--- config.mk ---
export PLATFORM = sky130hd
export DESIGN_NAME = maple_transmitter
export DESIGN_NICKNAME = d
export VERILOG_FILES = /design/src/rtl/maple_transmitter.sv
export SDC_FILE = /design/constraint.sdc
export NUM_CORES = 1
export LEC_CHECK = 0
export ABC_AREA = 1
export BUFFER_PORTS_ARGS = -buffer_cell sky130_fd_sc_hd__buf_2
export CAP_MARGIN = 20
export CORE_ASPECT_RATIO = 1.25
export CORE_UTILIZATION = 25
export DETAILED_ROUTE_END_ITERATION = 10
export GPL_TIMING_DRIVEN = 0
export SYNTH_ARGS = -nofsm -noshare
export SYNTH_HDL_FRONTEND = slang
export SYNTH_SLANG_ARGS = --single-unit
--- constraint.sdc ---
create_clock -name aclk -period 2.6 [get_ports aclk]
set_input_delay 0.39 -clock aclk [delete_from_list [all_inputs] [get_ports aclk]]
set_output_delay 0.39 -clock aclk [all_outputs]
set_load 0.03 [all_outputs]
--- src/rtl/maple_transmitter.sv ---
// Maple Bus frame transmitter: AXI-Stream bytes in, SDCKA/SDCKB frames out.
// One holding byte feeds a shift register; each bus phase lasts CLKS_PER_PHASE cycles.
module maple_transmitter #(
    parameter int CLKS_PER_PHASE = 25,
    parameter int DATA_WIDTH     = 8
) (
    input  logic                  aclk,
    input  logic                  aresetn,
    input  logic [DATA_WIDTH-1:0] S_AXIS_TDATA,
    input  logic                  S_AXIS_TVALID,
    input  logic                  S_AXIS_TLAST,
    output logic                  S_AXIS_TREADY,
    input  logic                  ENABLE,
    output logic                  SDCKA_O,
    output logic                  SDCKB_O,
    output logic                  SDCK_OE,
    output logic                  TRANSMITTING,
    output logic                  UNDERRUN
);

    localparam int CW = (CLKS_PER_PHASE > 1) ? $clog2(CLKS_PER_PHASE) : 1;
    localparam logic [CW-1:0] CNT_MAX = CW'(CLKS_PER_PHASE - 1);

    localparam logic [2:0] ST_IDLE  = 3'd0;
    localparam logic [2:0] ST_START = 3'd1;
    localparam logic [2:0] ST_DATA  = 3'd2;
    localparam logic [2:0] ST_END   = 3'd3;
    localparam logic [2:0] ST_DONE  = 3'd4;

    logic [2:0]            state_q, state_d;
    logic [CW-1:0]         cnt_q, cnt_d;
    logic [3:0]            ph_q, ph_d;
    logic [DATA_WIDTH-1:0] hold_q, hold_d;
    logic                  hold_last_q, hold_last_d;
    logic                  hold_vld_q, hold_vld_d;
    logic [DATA_WIDTH-1:0] sh_q, sh_d;
    logic                  sh_last_q, sh_last_d;
    logic                  seen_q, seen_d;
    logic                  under_q, under_d;

    logic tick;
    logic beat;
    logic a_o, b_o, oe_o;

    assign tick = (cnt_q == CNT_MAX);
    assign beat = S_AXIS_TVALID && S_AXIS_TREADY;

    assign S_AXIS_TREADY = aresetn && !hold_vld_q && !seen_q &&
                           (((state_q == ST_IDLE) && ENABLE) ||
                            (state_q == ST_START) ||
                            (state_q == ST_DATA));
    assign TRANSMITTING  = (state_q != ST_IDLE);
    assign UNDERRUN      = under_q;
    assign SDCKA_O       = a_o;
    assign SDCKB_O       = b_o;
    assign SDCK_OE       = oe_o;

    // Next-state: beat capture, phase timing, frame sequencing.
    always_comb begin
        state_d     = state_q;
        cnt_d       = cnt_q;
        ph_d        = ph_q;
        hold_d      = hold_q;
        hold_last_d = hold_last_q;
        hold_vld_d  = hold_vld_q;
        sh_d        = sh_q;
        sh_last_d   = sh_last_q;
        seen_d      = seen_q;
        under_d     = 1'b0;

        if (beat) begin
            hold_d      = S_AXIS_TDATA;
            hold_last_d = S_AXIS_TLAST;
            hold_vld_d  = 1'b1;
            seen_d      = seen_q | S_AXIS_TLAST;
        end

        unique case (state_q)
            ST_IDLE: begin
                cnt_d = '0;
                ph_d  = 4'd0;
                if (beat) state_d = ST_START;
            end
            ST_START: begin
                if (!tick) begin
                    cnt_d = cnt_q + 1'b1;
                end else begin
                    cnt_d = '0;
                    if (ph_q == 4'd8) begin
                        state_d    = ST_DATA;
                        ph_d       = 4'd0;
                        sh_d       = hold_q;
                        sh_last_d  = hold_last_q;
                        hold_vld_d = 1'b0;
                    end else begin
                        ph_d = ph_q + 4'd1;
                    end
                end
            end
            ST_DATA: begin
                if (!tick) begin
                    cnt_d = cnt_q + 1'b1;
                end else begin
                    cnt_d = '0;
                    if (ph_q == 4'd15) begin
                        ph_d = 4'd0;
                        if (sh_last_q) begin
                            state_d = ST_END;
                        end else if (hold_vld_q) begin
                            sh_d       = hold_q;
                            sh_last_d  = hold_last_q;
                            hold_vld_d = 1'b0;
                        end else begin
                            under_d = 1'b1;
                            state_d = ST_END;
                        end
                    end else begin
                        ph_d = ph_q + 4'd1;
                        if (ph_q[0]) sh_d = {sh_q[DATA_WIDTH-2:0], 1'b0};
                    end
                end
            end
            ST_END: begin
                if (!tick) begin
                    cnt_d = cnt_q + 1'b1;
                end else begin
                    cnt_d = '0;
                    if (ph_q == 4'd5) begin
                        state_d = ST_DONE;
                        ph_d    = 4'd0;
                    end else begin
                        ph_d = ph_q + 4'd1;
                    end
                end
            end
            ST_DONE: begin
                state_d = ST_IDLE;
                cnt_d   = '0;
                ph_d    = 4'd0;
                seen_d  = 1'b0;
            end
            default: begin
                state_d = ST_IDLE;
            end
        endcase
    end

    // Line levels decoded from state, phase index and the current data bit.
    always_comb begin
        a_o  = 1'b1;
        b_o  = 1'b1;
        oe_o = 1'b0;
        unique case (state_q)
            ST_START: begin
                oe_o = 1'b1;
                a_o  = 1'b0;
                b_o  = ~ph_q[0];
            end
            ST_DATA: begin
                oe_o = 1'b1;
                if (!ph_q[1]) begin
                    a_o = ~ph_q[0];
                    b_o = sh_q[DATA_WIDTH-1];
                end else begin
                    a_o = sh_q[DATA_WIDTH-1];
                    b_o = ~ph_q[0];
                end
            end
            ST_END: begin
                oe_o = 1'b1;
                a_o  = (ph_q == 4'd5) | ~ph_q[0];
                b_o  = (ph_q == 4'd5);
            end
            default: begin
                oe_o = 1'b0;
            end
        endcase
    end

    // State registers with synchronous active-low reset.
    always_ff @(posedge aclk) begin
        if (!aresetn) begin
            state_q     <= ST_IDLE;
            cnt_q       <= '0;
            ph_q        <= 4'd0;
            hold_q      <= '0;
            hold_last_q <= 1'b0;
            hold_vld_q  <= 1'b0;
            sh_q        <= '0;
            sh_last_q   <= 1'b0;
            seen_q      <= 1'b0;
            under_q     <= 1'b0;
        end else begin
            state_q     <= state_d;
            cnt_q       <= cnt_d;
            ph_q        <= ph_d;
            hold_q      <= hold_d;
            hold_last_q <= hold_last_d;
            hold_vld_q  <= hold_vld_d;
            sh_q        <= sh_d;
            sh_last_q   <= sh_last_d;
            seen_q      <= seen_d;
            under_q     <= under_d;
        end
    end

endmodule

; Word-level counts from Yosys, hierarchy flattened
; Cells that the tools add are included.
[op_classes]
mux = 48
n_eq_ne = 19
n_bitwise = 7
n_reduce_logical = 22
n_addsub = 2
[op_table]
columns = operator, count
row1 = $mux 8, 7
row2 = $mux 3, 9
row3 = $mux 4, 6
row4 = $mux 1, 17
row5 = $pmux 4 s4, 1
row6 = $pmux 8 s2, 1
row7 = $pmux 3 s4, 1
row8 = $ne 2x2->1 const B, 5
row9 = $pmux 5 s2, 1
row10 = $ne 3x3->1 const B, 3
row11 = $eq 4x4->1 const B, 2
row12 = $reduce_and 8->1, 1
row13 = $reduce_and 7->1, 1
row14 = $eq 3x2->1 const B, 2
row15 = $pmux 1 s3, 2
row16 = $add 5x1->5 const B, 1
row17 = $eq 5x5->1 const B, 1
row18 = $logic_and 1x1->1, 5
row19 = $mux 5, 1
row20 = $not 1->1, 5
row21 = $reduce_and 5->1, 1
row22 = $reduce_or 5->1, 1
row23 = $add 4x1->4 const B, 1
row24 = $eq 4x3->1 const B, 1
row25 = other kinds (15), 22
[totals]
elab_cells = 108
output_inout_bits = 6
ff_bits = 33
inputBits = 13

; Longest topological paths before layout
; Gate-level depths: netlist of the first run.
[depth]
word_depth = 12
depth_mapped = 12
mapped_depth_nobuf = 12

; Worst setup path before layout of the first run
; Ideal clock, no wire load.
[synth_path]
kind = reg2out
from = register state_q[1]
to = output SDCKA_O
path_slack_ps = 865
n_path_buf = 0
stages_incl_launch_ff = 4
required_ps = 2210
t_arrival_ps = 1345
path_cell_list = dfxtp_1 > nor2_2 > nor2_1 > nand3_1
[synth_between]
elab_chain_cells = 2
elab_cells_between_ends = 4
cone_classes = 3 x eq/ne / 1 x mux
[synth_lines]
columns = element, line
row1 = "start, declared", 30  ; logic [2:0] state_q, state_d;
row2 = "start signal, assigned", 194  ; state_q <= state_d;
row3 = $eq 3x2->1 or $eq 3x1->1 (tied branches), 153  ; unique case (state_q)
row4 = $pmux 1 s3 (*), 153
row5 = "end, declared", 14  ; output logic SDCKA_O,
; Mark *: on every way between the ends. The rest lies on a longest branch, timed or not.

; Worst setup path in the final report of the first run
[layout_path]
from = register ph_q[1]
to = output SDCKB_O
[layout_between]
elab_chain_cells = 2
elab_cells_between_ends = 3
cone_classes = 1 x eq/ne / 2 x mux
[layout_lines]
columns = element, line
row1 = "start, declared", 32  ; logic [3:0] ph_q, ph_d;
row2 = "start signal, assigned", 196  ; ph_q <= ph_d;
row3 = $eq 4x3->1 or $mux 1 (tied branches), "172, 161"
row4 = $pmux 1 s3 (*), 153
row5 = "end, declared", 15  ; output logic SDCKB_O,
; Marks and branches as above.

==> results of run 1 <==
-- worst max-delay path, cell delays in order (launching register included) --
cell	delay, ns
dfxtp_1	0.39
inv_1	0.12
ha_1	0.20
nand2_1	0.09
nor3_1	0.05
nor2_1	0.15
nand4_1	0.11
buf_2	0.20
-- sequential cells by signal, summed over array words and instances (netlist names) --
signal,flops
hold_vld_q,1
sh_last_q,1
state_q,3
hold_q,8
ph_q,4
seen_q,1
hold_last_q,1
sh_q,8
UNDERRUN,1
cnt_q,5
-- placed cells by master (no fill, tap or decap), types with 2 or more instances in the layout --
| master | count |
|---|---|
| o21ai_1 | 3 |
| nor2_1 | 37 |
| nor3_1 | 4 |
| buf_2 | 19 |
| ha_1 | 5 |
| nor2_2 | 6 |
| nand3_1 | 10 |
| a21oi_1 | 20 |
| nor2_4 | 2 |
| inv_1 | 18 |
| nand4_1 | 6 |
| clkbuf_1 | 2 |
| and3_1 | 2 |
| o21ai_0 | 14 |
| dfxtp_1 | 33 |
| xor2_1 | 3 |
| inv_2 | 6 |
| nand2_1 | 69 |
| clkbuf_8 | 5 |
-- where the power goes --
group	switching, mW	leakage (nW)	total [mW]	internal [mW]
Clock	0.206	0.0543	0.493	0.287
Sequential	0.0782	0.269	0.697	0.619
Combinational	0.482	0.534	0.713	0.231
Total	0.766	0.857	1.90	1.14
-- area by class of cell --
| cell class | instances | share of cell area |
|---|---|---|
| tap | 87 | 0.0542 |
| multi-input combinational | 189 | 0.456 |
| clock inverter | 3 | 0.0231 |
| sequential | 33 | 0.329 |
| buffer | 4 | 0.0118 |
| timing repair buffer | 18 | 0.0449 |
| inverter | 25 | 0.0467 |
| clock buffer | 5 | 0.0343 |
-- layer usage --
metal  global-route usage  vias to the layer above
met5                    0                        -
met3               0.0322                        4
li1                     -                      857
met4               0.0463                        0
met2                0.205                       21
met1                0.147                      721
-- per-stage QoR --
stage / std cells / power, mW / util / hold WS [ns]
6_report: 364 / 1.90 / 0.306 / 0.332
5_1_grt: 364 / 2.07 / 0.306 / 0.325
4_1_cts: 364 / 1.93 / 0.306 / 0.325
3_5_place_dp: 356 / 1.43 / 0.288 / 0.442
3_3_place_gp: 356 / 1.42 / 0.288 / 0.441
2_1_floorplan: 251 / 1.25 / - / 0.425
-- worst max path at each step --
stage	slack [ns]	to	cells past startpoint
floorplan	0.87	SDCKA_O	3
global placement	0.76	S_AXIS_TREADY	5
detailed placement	0.75	sh_q[7]	9
CTS	0.60	SDCKB_O	7
global route	0.44	SDCKA_O	7
finish	0.61	SDCKB_O	7
-- kinds of logic after synthesis --
| kind of cell | Yosys count | share of synthesized area |
|---|---|---|
| fa+ha+maj | 5 | 0.0369 |
| buf+inv | 29 | 0.0694 |
| flops | 33 | 0.390 |
| compound gates | 41 | 0.127 |
| xor+xnor | 3 | 0.0155 |
| simple gates | 140 | 0.361 |
==> results.yml, run 1 <==
place:
  hpwlAfterDp_mm: 2.83
  dp_slack_ns: 0.754
  io_buffers: 18
  placed_area_um2: 1890
  gp_congestion: 0.802
global_route:
  grt_use_total: 0.123
  grt_overflow: 0
  antenna_found_initial: 0
  grt_pass1_wl_mm: 6.62
  first_global_vias: 1539
  grt_start_max_net_pins: 13
clock_network:
  postCtsHoldBufs: 0
  cts_resized: 0
  h-tree-depth: 2
  clk_path_buf_depth: 2
  cts_num_sinks: 33
  clk_latency_ns: 0.29
  clk_pin_slew_ns: 0.08
  cts_buffers: 5
  cts_tree: "done"
  cts_root_buf: "clkbuf_8"
  cts_setup_buffers: 0
logic_synthesis:
  yosysMostFrequentCell: "nand2_1"
  synth_area_per_cell_um2: 6.75
  synth_seq_cells: 33
  ys.flop_type: "dfxtp_1"
  yosys-top-cells-count: "nand2_1 (69), nor2_1 (37), dfxtp_1 (33)"
  netlist_top_cells_area: "dfxtp_1 (39%), nand2_1 (15%), nor2_1 (8.2%)"
  netlist_instances: 251
  synth_top_area_frac: 0.390
  synth-edff-count: 0
  synth.net_count: 269
  yosys_warnings: 0
  netlist_area_um2: 1690
  yosys.area.top_type: "dfxtp_1"
  netlist-cell-type-count: 28
  ys_seq_area_frac: 0.390
  synthArstFlopShare: 0
layout:
  area_delta_synth_final_pct: 18.5
  nFillCells: 736
  diodes: 0
  ff_latch_area_um2: 661
  nets: 294
  multi_input_area_um2: 916
  drive_above_1_share: 0.166
  stdcell_area_um2: 2010
min_path:
  min_path_cells: 3
  holdCritPathClass: "input port to flip-flop"
  holdCritStartpoint: "S_AXIS_TDATA[4]"
  hold_end: "hold_q[4]"
timing:
  slew_viol_final: 0
  period_needed_ns: 1.99
  fin_tns_setup_ns: 0
  setup_ws_ns: 0.612
  timing.final.crit_share: 0.765
  slew-limit-headroom: 0.702
  rsz0062_at_grt: "no"
  fmax_mhz: 503
  final-hold-violation-count: 0
  worst_pin_slew_ns: 0.447
  finalClockSkew_ns: 0.0109
  setup_viol: 0
critical_path:
  endpoint_kind: "primary output"
  worst_r2r_path_depth: 9
  crit_arrival_ns: 1.60
  critical_path_class: "flip-flop to primary output"
  critPathLaunchType: "flip-flop"
  rrSetupSlack_ns: 0.78
  reg2reg_to: "sh_q[7]"
  critPathMaxFanout: 5
  startpoint: "ph_q[1]"
  required_ns: 2.21
  r2r-start: "ph_q[0]"
detailed_routing:
  routed_wl_mm: 3.79
  met3_length_um: 124
  drc: 0
  vias_per_cell: 4.40
  wl_met1_mm: 1.76
  drt_iter0_markers: 51
  wire_per_inst_um: 10.4
  route.met2.wl_mm: 1.85
  vias: 1603
  detail_route.first_pass.iterations: 4
  antenna_left: 0
  highest_layer: "met4"
floorplan:
  rows: 33
  dieWidth_um: 75.6
  die_area_um2: 7110
  initial_utilization: 0.258
  io_pins: 19
  die_y_um: 94.0
  core_area_um2: 6570
power:
  leakage_nw: 0.857
  vdd_ir_drop_max_mv: 0.363
  power.density_nw_per_um2: 948
run_status:
  status: "complete, no violations"
run:
  cap_violations: 0
Note: power is estimated with default switching activity, not from simulation.
==> inputs of run 2 (changes only) <==
==> constraint.sdc (replaced) <==
create_clock -name aclk -period 1.7 [get_ports aclk]
set_input_delay 0.255 -clock aclk [delete_from_list [all_inputs] [get_ports aclk]]
set_output_delay 0.255 -clock aclk [all_outputs]
set_load 0.03 [all_outputs]
==> results.yml, run 2 (synthesis results as in run 1) <==
run_status:
  status: "complete, no violations"
power:
  power.density_nw_per_um2: 1420
  total_power_mw: 3.13
  vdd_ir_drop_max_mv: 0.574
  leakage_nw: 0.935
floorplan:
  io_pins: 19
  die_y_um: 94.0
  dieWidth_um: 75.6
  die_area_um2: 7110
  initial_utilization: 0.258
  core_area_um2: 6570
  rows: 33
layout:
  top_regs: "hold_q (8), sh_q (8), cnt_q (5)"
  nets: 302
  drive_above_1_share: 0.256
  final_common_cell: "nand2_1"
  diodes: 0
  layout_common_cells: "nand2_1 (65), nor2_1 (34), dfxtp_1 (28)"
  area_delta_synth_final_pct: 30.0
min_path:
  holdCritPathClass: "input port to flip-flop"
critical_path:
  critPathMaxFanout: 5
  critPathLaunchType: "flip-flop"
  endpoint_kind: "primary output"
  crit_arrival_ns: 1.44
  required_ns: 1.44
  critical_path_class: "flip-flop to primary output"
global_route:
  grt_overflow: 0
  grt_pass1_wl_mm: 6.69
  first_global_vias: 1548
  antenna_found_initial: 0
  grt_use_total: 0.124
  grt_start_max_net_pins: 13
timing:
  setup_viol: 0
  final-hold-violation-count: 0
  hold_slack_ns: 0.197
  rsz0062_at_grt: "yes"
  slew_viol_final: 0
  finalClockSkew_ns: 0.0111
  worst_pin_slew_ns: 0.448
  timing.final.crit_share: 1.00
  fmax_mhz: 588
  slew-limit-headroom: 0.701
  period_needed_ns: 1.70
clock_network:
  cts_tree: "done"
  clk_pin_slew_ns: 0.08
  cts_num_sinks: 33
  h-tree-depth: 2
  cts_buffers: 5
  cts_root_buf: "clkbuf_8"
  clk_path_buf_depth: 2
  clk_latency_ns: 0.29
place:
  io_buffers: 18
  gp_congestion: 0.802
  hpwlAfterDp_mm: 2.83
detailed_routing:
  antenna_left: 0
  drc: 0
  drt_iter0_markers: 51
  routed_wl_mm: 4.03
  vias: 1638
  detail_route.first_pass.iterations: 4
  wire_per_inst_um: 10.8
  vias_per_cell: 4.40
run:
  cap_violations: 0
run 2: critical path, cell delays in order, from the launching register on:
cell	delay, ns
dfxtp_4	0.37
inv_4	0.05
ha_4	0.15
nand2_2	0.08
nor3_2	0.05
nor2_1	0.14
nand4_1	0.14
buf_6	0.17
run 2: worst paths after layout:
check,from,end,slack (ns),cells after the start
min reg2reg,seen_q,seen_q,0.45,2
min,S_AXIS_TDATA[4],hold_q[4],0.20,3
max,ph_q[1],SDCKB_O,0.0003,7
max reg2reg,ph_q[1],state_q[0],0.03,13
run 2: final cells by class:
class                      count  area [um^2]
fill                         721         4360
timing repair buffer          26          166
clock buffer                   5         68.8
inverter                      25         98.8
buffer                         4         23.8
multi-input combinational    189         1020
sequential                    33          669
tap                           87          109
clock inverter                 3         46.3
run 2: report_power, final:
| part | total (mW) | switching, mW | internal, mW |
|---|---|---|---|
| Combinational | 1.29 | 0.808 | 0.479 |
| Clock | 0.753 | 0.314 | 0.439 |
| Sequential | 1.09 | 0.140 | 0.954 |
| Total | 3.13 | 1.26 | 1.87 |
run 2: repair_timing:
action	in CTS	in global routing
pin swaps	2	14
endpoints found under the hold margin	0	0
endpoints found under the setup margin	12	14
resized for setup	11	29
setup buffers	3	5
hold buffers	0	0
run 2: metal layers:
layer | vias up | part of all wire | wire length [um] | track usage
li1 | 873 | - | - | -
met1 | 734 | 0.46 | 1870 | 0.148
met4 | 0 | 0.019 | 75 | 0.0463
met2 | 24 | 0.49 | 1980 | 0.208
met5 | - | 0 | 0 | 0
met3 | 7 | 0.028 | 111 | 0.0322
run 2: stage by stage:
step	instance area [um^2]	util	setup TNS (ns)	worst slack, ns	cells
2_1_floorplan	1690	-	0	0.100	251
3_3_place_gp	1890	0.288	-1.00	-0.137	356
3_5_place_dp	1890	0.288	-0.983	-0.146	356
4_1_cts	2060	0.313	-0.0957	-0.0362	367
5_1_grt	2200	0.335	-0.681	-0.0754	372
6_report	2200	0.335	0	0.000330	372
